==> config.mk <==
export PLATFORM = sky130hd
export DESIGN_NAME = compare_decision_tracker
export DESIGN_NICKNAME = d
export VERILOG_FILES = /design/src/rtl/compare_decision_tracker.sv
export SDC_FILE = /design/constraint.sdc
export NUM_CORES = 1
export LEC_CHECK = 0
export CAP_MARGIN = 20
export CORE_MARGIN = 2
export CORE_UTILIZATION = 24
export CTS_CLUSTER_SIZE = 16
export DETAILED_ROUTE_END_ITERATION = 16
export GPL_TIMING_DRIVEN = 0
export PLACE_DENSITY_LB_ADDON = 0.12
export SLEW_MARGIN = 20
export SYNTH_ARGS = -nofsm -noshare
export SYNTH_HDL_FRONTEND = slang
export SYNTH_SLANG_ARGS = --single-unit
export TNS_END_PERCENT = 100
==> constraint.sdc <==
create_clock -name clk -period 2.19 [get_ports clk]
set_input_delay 0.438 -clock clk [delete_from_list [all_inputs] [get_ports clk]]
set_output_delay 0.438 -clock clk [all_outputs]
set_load 0.02 [all_outputs]
==> src/rtl/compare_decision_tracker.sv <==
// compare_decision_tracker
//
// Sits directly behind the 8-bit comparator. It counts how often each
// compare outcome (gt / lt / eq) was seen and produces a debounced,
// hysteretic decision that only moves after STABLE_N consecutive identical
// valid results. The aim is to give downstream control logic a stable view
// of a noisy compare stream.
//
// Parameters:
//   CNT_W    - width of each saturating outcome counter (>= 2)
//   STABLE_N - consecutive identical valid results needed to lock (>= 1)
//
// Ports:
//   clk             - rising-edge clock
//   rst             - asynchronous, active-high reset
//   in_valid        - comparator flags are valid this cycle
//   A_gt_B          - comparator greater-than flag
//   A_lt_B          - comparator less-than flag
//   A_eq_B          - comparator equal flag
//   clear           - synchronous clear of all state; it wins over in_valid
//   gt_count        - number of accepted gt results (saturating)
//   lt_count        - number of accepted lt results (saturating)
//   eq_count        - number of accepted eq results (saturating)
//   decision        - locked outcome: 00 none, 01 gt, 10 lt, 11 eq
//   decision_valid  - decision != 00
//   decision_change - one-cycle pulse when decision takes a new value
//   onehot_err      - sticky flag: a non-one-hot vector arrived with in_valid
//
// Build option:
//   COMPARE_ONEHOT_CHECK_EN - when defined, valid flag vectors that are not
//   exactly one-hot are rejected and set onehot_err. When undefined, flags
//   decode by priority eq > gt > lt, a valid 000 vector is ignored, and
//   onehot_err is tied to 0.

module compare_decision_tracker #(
    parameter int CNT_W    = 16,
    parameter int STABLE_N = 4
) (
    input  logic             clk,
    input  logic             rst,
    input  logic             in_valid,
    input  logic             A_gt_B,
    input  logic             A_lt_B,
    input  logic             A_eq_B,
    input  logic             clear,
    output logic [CNT_W-1:0] gt_count,
    output logic [CNT_W-1:0] lt_count,
    output logic [CNT_W-1:0] eq_count,
    output logic [1:0]       decision,
    output logic             decision_valid,
    output logic             decision_change,
    output logic             onehot_err
);

    localparam int               RUN_W   = $clog2(STABLE_N + 1);
    localparam logic [RUN_W-1:0] RUN_MAX = RUN_W'(STABLE_N);
    localparam logic [RUN_W-1:0] RUN_ONE = RUN_W'(1);
    localparam logic [CNT_W-1:0] CNT_MAX = '1;

    localparam logic [1:0] OUT_NONE = 2'b00;
    localparam logic [1:0] OUT_GT   = 2'b01;
    localparam logic [1:0] OUT_LT   = 2'b10;
    localparam logic [1:0] OUT_EQ   = 2'b11;

    typedef enum logic [1:0] {
        ST_IDLE,
        ST_TRACK,
        ST_LOCKED
    } state_t;

    state_t           state;
    state_t           state_next;
    logic [1:0]       candidate;
    logic [1:0]       candidate_next;
    logic [RUN_W-1:0] run;
    logic [RUN_W-1:0] run_next;
    logic [RUN_W-1:0] run_inc;
    logic [1:0]       decision_next;

    logic [1:0]       sample_outcome;
    logic             sample_accept;
    logic             sample_bad;

    // Turn the raw comparator flags into an outcome code. The outcome codes
    // are chosen to match the decision encoding so they can be copied
    // straight into the decision register when a run completes.
`ifdef COMPARE_ONEHOT_CHECK_EN
    always_comb begin
        sample_outcome = OUT_NONE;
        sample_bad     = 1'b0;
        case ({A_gt_B, A_lt_B, A_eq_B})
            3'b100:  sample_outcome = OUT_GT;
            3'b010:  sample_outcome = OUT_LT;
            3'b001:  sample_outcome = OUT_EQ;
            default: sample_bad     = in_valid;
        endcase
        sample_accept = in_valid && (sample_outcome != OUT_NONE);
    end
`else
    always_comb begin
        sample_outcome = OUT_NONE;
        sample_bad     = 1'b0;
        if (A_eq_B) begin
            sample_outcome = OUT_EQ;
        end else if (A_gt_B) begin
            sample_outcome = OUT_GT;
        end else if (A_lt_B) begin
            sample_outcome = OUT_LT;
        end
        sample_accept = in_valid && (sample_outcome != OUT_NONE);
    end
`endif

    // Run tracker next-state logic. The decision is deliberately left alone
    // while in TRACK so a half-finished run of a new outcome never disturbs
    // what downstream logic sees; it only moves when a run reaches STABLE_N.
    // With STABLE_N == 1 every new outcome locks on the spot.
    always_comb begin
        state_next     = state;
        candidate_next = candidate;
        run_next       = run;
        decision_next  = decision;
        run_inc        = run + RUN_ONE;
        if (sample_accept) begin
            case (state)
                ST_IDLE: begin
                    candidate_next = sample_outcome;
                    run_next       = RUN_ONE;
                    if (STABLE_N == 1) begin
                        decision_next = sample_outcome;
                        state_next    = ST_LOCKED;
                    end else begin
                        state_next    = ST_TRACK;
                    end
                end
                ST_TRACK: begin
                    if (sample_outcome == candidate) begin
                        run_next = run_inc;
                        if (run_inc == RUN_MAX) begin
                            decision_next = candidate;
                            state_next    = ST_LOCKED;
                        end
                    end else begin
                        candidate_next = sample_outcome;
                        run_next       = RUN_ONE;
                    end
                end
                ST_LOCKED: begin
                    if (sample_outcome != candidate) begin
                        candidate_next = sample_outcome;
                        run_next       = RUN_ONE;
                        if (STABLE_N == 1) begin
                            decision_next = sample_outcome;
                        end else begin
                            state_next    = ST_TRACK;
                        end
                    end
                end
                default: begin
                    state_next     = ST_IDLE;
                    candidate_next = OUT_NONE;
                    run_next       = '0;
                end
            endcase
        end
    end

    // State, decision and pulse registers. Comparing against the current
    // decision means re-locking the value already held gives no pulse.
    always_ff @(posedge clk or posedge rst) begin
        if (rst) begin
            state           <= ST_IDLE;
            candidate       <= OUT_NONE;
            run             <= '0;
            decision        <= OUT_NONE;
            decision_valid  <= 1'b0;
            decision_change <= 1'b0;
        end else if (clear) begin
            state           <= ST_IDLE;
            candidate       <= OUT_NONE;
            run             <= '0;
            decision        <= OUT_NONE;
            decision_valid  <= 1'b0;
            decision_change <= 1'b0;
        end else begin
            state           <= state_next;
            candidate       <= candidate_next;
            run             <= run_next;
            decision        <= decision_next;
            decision_valid  <= (decision_next != OUT_NONE);
            decision_change <= (decision_next != decision);
        end
    end

    // Saturating per-outcome counters plus the sticky one-hot error flag.
    always_ff @(posedge clk or posedge rst) begin
        if (rst) begin
            gt_count   <= '0;
            lt_count   <= '0;
            eq_count   <= '0;
            onehot_err <= 1'b0;
        end else if (clear) begin
            gt_count   <= '0;
            lt_count   <= '0;
            eq_count   <= '0;
            onehot_err <= 1'b0;
        end else begin
            if (sample_accept && (sample_outcome == OUT_GT) && (gt_count != CNT_MAX)) begin
                gt_count <= gt_count + 1'b1;
            end
            if (sample_accept && (sample_outcome == OUT_LT) && (lt_count != CNT_MAX)) begin
                lt_count <= lt_count + 1'b1;
            end
            if (sample_accept && (sample_outcome == OUT_EQ) && (eq_count != CNT_MAX)) begin
                eq_count <= eq_count + 1'b1;
            end
            if (sample_bad) begin
                onehot_err <= 1'b1;
            end
        end
    end

endmodule
---- After elaboration in Yosys (flattened, before gate mapping) ----
Index checks and enable logic that the tools add are counted.
storage, ports and cells
  output and inout bits ................... 53
  input bits .............................. 7
  word-level logic and storage cells ...... 78
  bits in registers ....................... 59
operators by class
  add/subtract/negate cells ............... 4
  muxes and demuxes ....................... 32
  reductions and logical operators ........ 17
  equality and inequality tests ........... 16
operators by type and width
  kind                                                             count
  16-bit 2-to-1 mux                                                6
  16-bit by 1-bit adder with 16-bit output, second input constant  3
  16-bit != test, second input constant                            3
  2-bit 2-to-1 mux                                                 17
  3-bit 2-to-1 mux                                                 4
  3-bit != test, second input constant                             4
  2-bit case mux with 3 select lines                               2
  2-bit nonzero test                                               6
  3-bit case mux with 3 select lines                               1
  1-bit logical AND                                                7
  2-bit == test, second input constant                             3
  2-bit by 1-bit == test with 1-bit output, second input constant  2
  2-bit != test                                                    2
  4-bit AND reduction                                              1
  3-bit by 1-bit adder with 3-bit output, second input constant    1
  3-bit == test, second input constant                             1
  3-bit AND reduction                                              1
  2-bit == test                                                    1
  2-bit logical NOT                                                1
  1-bit 2-to-1 mux                                                 2
  2-bit AND reduction                                              1

---- Depth between registers and ports, before layout ----
  depth in word-level cells ............... 9
  depth in mapped cells ................... 7
  depth with buffers taken out ............ 6

---- Worst setup path before layout ----
Ideal clock, no wire load.
  kind .................................... register -> register
  start ................................... register eq_count[0]
  end ..................................... register eq_count[0]
  buffers on the path ..................... 0
  setup time .............................. 0.132 ns
  arrival ................................. 1.768 ns
  clock period less this slack ............ 1.900 ns
  required time ........................... 2.058 ns
  path slack .............................. 0.290 ns
  stages on the path, launching flop included .. 7
  cell sequence ........................... dfrtp_1 > ha_1 > nand4_1 > nor4_1 > nor2_1 > xnor2_1 > nor2_1
between the ends
  cells in the longest elaborated chain, start to end .. 3
  elaborated cells on any way between the ends .. 6
  those cells by class .................... 1 x add/sub; 1 x eq/ne; 2 x mux; 2 x reduce/logical
ends and longest elaborated chain
  element                                                                     RTL line  text
  start, declared                                                             48        output logic [CNT_W-1:0] eq_count,
  start signal, assigned                                                      215       eq_count <= eq_count + 1'b1;
  16-bit by 1-bit adder with 16-bit output or 16-bit != test (tied branches)  215, 214
  16-bit 2-to-1 mux or 1-bit logical AND (tied branches)                      214       if (sample_accept && (sample_outcome == OUT_EQ) && (eq_count != CNT_MAX)) begin
  16-bit 2-to-1 mux or 2-bit nonzero test (tied branches)                     n/a
Parallel ways exist; a longest one is shown, timed or not. The select of a mux whose other input is x is not followed.
A chain may end at the register's enable or synchronous reset.

---- Worst setup path in the final report ----
  start ................................... input port A_eq_B
  end ..................................... register lt_count[13]
between the ends
  cells in the longest elaborated chain, start to end .. 6
  elaborated cells on any way between the ends .. 7
  those cells by class .................... 1 x eq/ne; 1 x mux; 5 x reduce/logical
ends and longest elaborated chain
  element                            RTL line  text
  start, declared                    44        input logic A_eq_B,
  2-bit 2-to-1 mux *                 103       if (A_eq_B) begin
  2-bit nonzero test                 110       sample_accept = in_valid && (sample_outcome != OUT_NONE);
  1-bit logical AND                  110
  1-bit logical AND * (2 in series)  211       if (sample_accept && (sample_outcome == OUT_LT) && (lt_count != CNT_MAX)) begin
  2-bit nonzero test (no line) *     n/a
  end signal, assigned               212       lt_count <= lt_count + 1'b1;
  end, declared                      47        output logic [CNT_W-1:0] lt_count,
Every way passes the cells marked *; elsewhere a longest branch is shown, timed or not.

==> results.json <==
{
  "grt_pass1_wl_um": 14440,
  "dp.cells": 602,
  "routedWlPerCell_um": 14.13,
  "postSynthCellCount": 364,
  "syn-num-nets": 376,
  "final_nets": 445,
  "cpMaxStageDelayCell": "clkdlybuf4s50_1",
  "cap_violations": 0,
  "synth_top_cell_by_area": "dfrtp_1",
  "grt_max_degree": 44,
  "design_area_um2": 4464,
  "ys_seq_elements": 59,
  "layout.cells.non_filler": 618,
  "start_util": 0.2434,
  "p_per_area_nw_per_um2": 597.0,
  "ios": 60,
  "grt_use_total": 0.1268,
  "crit_type": "input pin to flip-flop",
  "cts_made_buffers": 9,
  "diodes": 0,
  "grt_pass1_vias": 2823,
  "final_hold_viol_count": 0,
  "cp_max_fo": 10,
  "num_rows": 43,
  "gp_congestion": 0.7980,
  "rr_worst_depth": 6,
  "layout_worst_path_cycle_share": 0.9475,
  "crit_path_end_kind": "flip-flop",
  "reg2reg_from": "eq_count[0]$_DFFE_PP0P_",
  "vdd_drop_max_mv": 0.2924,
  "routed_via_density": 4.681,
  "leakage_nw": 1.687,
  "whs_ns": 0.3882,
  "fill_cells": 1430,
  "cts_sinks": 59,
  "htree_levels": 3,
  "synth_most_common_cell": "dfrtp_1",
  "synth_cell_types": 52,
  "timing.fmax_mhz": 481.9,
  "cts_hold_buf": 0,
  "grt_overflow": 0,
  "setup_violations": 0,
  "vias": 2893,
  "drive_above_1_share": 0.07534,
  "dieArea_um2": 14870,
  "synthFlopType": "dfrtp_1",
  "rsz0062_at_grt": "false",
  "cts_setup_buffers": 0,
  "worstMarginPinSlew_ns": 0.5954,
  "worstPathArrival_ns": 2.28,
  "tritoncts": "built",
  "yosysWarningCount": 0,
  "maxSlewHeadroom": 0.5998,
  "hold_path.class": "input pin to asynchronous set/reset pin",
  "yosys-top-cells-count": "dfrtp_1 (59), nor2_1 (55), xnor2_1 (30)",
  "drtPass1Iterations": 4,
  "drtIter0Drc": 175,
  "netlist_area_um2": 3339,
  "die_h_um": 122.0,
  "ant_nets": 0,
  "clockBufferDepth": 2,
  "final_util": 0.3254,
  "clkSlewWorstSetupHoldPaths_ns": 0.05,
  "synth-seq-area-share": 0.4421,
  "cp_slowest_stage_delay_ns": 0.52,
  "fin_crit_ns": 2.075,
  "cp-startpoint": "A_eq_B",
  "synth_top_cell_area_share": 0.4421,
  "cts-root-buf": "clkbuf_16",
  "area_delta_synth_final_pct": 33.68,
  "worstSetupStartpointType": "input pin",
  "crit_path_cell_trace": "clkdlybuf4s50_1, buf_6, and4bb_2, nand4_1, nor3_1, xnor2_1, nor2_1",
  "drcViolationCount": 0,
  "final-max-slew-violation-count": 0,
  "die_w_um": 122.0,
  "place_hpwl_um": 6340,
  "synth-async-reset-ratio": 1.000,
  "reg2reg_slack_ns": 0.23,
  "post_dp_cell_area_um2": 4165,
  "final.setup_skew_ns": 0.004065,
  "synth_edf_count": 0,
  "required_ns": 2.39,
  "coreArea_um2": 13720,
  "rr_endpoint": "eq_count[5]$_DFFE_PP0P_",
  "portBuffers": 57,
  "yosys-top-cells-area": "dfrtp_1 (44%), xnor2_1 (7.9%), nor2_1 (6.2%)",
  "antenna_found_initial": 0,
  "status": "finished clean",
  "insertion_delay_ns": 0.34,
  "wl_um": 8733,
  "synth_area_per_cell_um2": 9.174
}
==> layout by cell type (no fill, tap or decap), types with 9 or more instances in the layout <==
| cell type | Yosys | final |
|---|---|---|
| clkbuf_1 | 7 | 9 |
| nor3_1 | 14 | 14 |
| xnor2_1 | 30 | 30 |
| nand3_1 | 19 | 19 |
| xor2_1 | 10 | 10 |
| nand2_1 | 20 | 20 |
| a21oi_1 | 18 | 18 |
| o21ai_0 | 11 | 11 |
| dfrtp_1 | 59 | 59 |
| nand4_1 | 18 | 18 |
| clkbuf_16 | 0 | 9 |
| nor2_1 | 55 | 55 |
| clkdlybuf4s50_1 | 0 | 57 |
==> flip-flops by register name, indices dropped and copies added, names as in the netlist, 2 cells and up <==
| name | flops |
|---|---|
| candidate | 2 |
| decision | 2 |
| eq_count | 16 |
| gt_count | 16 |
| lt_count | 16 |
| run | 3 |
| state | 2 |
==> worst max-delay path by stage <==
stage / endpoint
2_1_floorplan: eq_count[0]$_DFFE_PP0P_
3_3_place_gp: decision[1]$_DFF_PP0_
3_5_place_dp: lt_count[11]$_DFFE_PP0P_
4_1_cts: lt_count[13]$_DFFE_PP0P_
5_1_grt: lt_count[13]$_DFFE_PP0P_
6_report: lt_count[13]$_DFFE_PP0P_
==> metrics by stage <==
stage	setup slack [ns]	setup TNS [ns]	power, mW
after floorplan	0.2898	0	1.234
after global placement	-1.047	-65.15	1.295
after detailed placement	-0.2293	-3.732	1.302
after CTS	0.1188	0	2.726
after global routing	0.01112	0	2.785
final	0.1149	0	2.665
==> cell type report <==
type,instances,area (µm²),area share
plain buffers,16,80.08,0.01794
clock buffers,15,287.8,0.06446
clock inverters,1,5.005,0.001121
inverters,9,36.28,0.008128
multi-input cells,280,1755,0.3932
flip-flops and latches,59,1476,0.3307
well taps,180,225.2,0.05045
repair buffers,58,598.1,0.1340
==> cells by family (layout without fill, tap and decap cells) <==
kind of cell | count (synthesis) | after routing | synth area share
XOR/XNOR | 40 | 40 | 0.1049
AND/OR/NAND/NOR | 174 | 174 | 0.2829
flip-flops | 59 | 59 | 0.4421
buffers and inverters | 25 | 99 | 0.03410
AO/OA/AOI/OAI | 59 | 59 | 0.1132
multiplexers | 1 | 1 | 0.002997
adder cells (fa/ha/maj) | 5 | 5 | 0.01873
other | 1 | 1 | 0.001123
==> critical path, delay by kind of cell <==
| family | cells | cell delay, ns |
|---|---|---|
| simple gates | 4 | 0.95 |
| buf+inv | 2 | 0.72 |
| xor+xnor | 1 | 0.15 |
==> timing repair <==
| item | in CTS | in global routing |
|---|---|---|
| gates resized for setup | 1 | 0 |
| endpoints found under the setup margin | 3 | 0 |
| endpoints found under the hold margin | 0 | 0 |
==> layer usage <==
layer	vias up	part of all wire	track usage
met5	-	0	0
met4	0	0.024	0.07040
met3	16	0.050	0.03371
met2	60	0.46	0.1938
met1	1370	0.47	0.1622
li1	1447	-	-
==> report_power, final <==
| part | switching, mW | internal, mW |
|---|---|---|
| sequential | 0.0170 | 1.10 |
| combinational | 0.102 | 0.0576 |
| clock | 0.499 | 0.888 |
| total | 0.618 | 2.05 |
(Power assumes the default switching activity.)
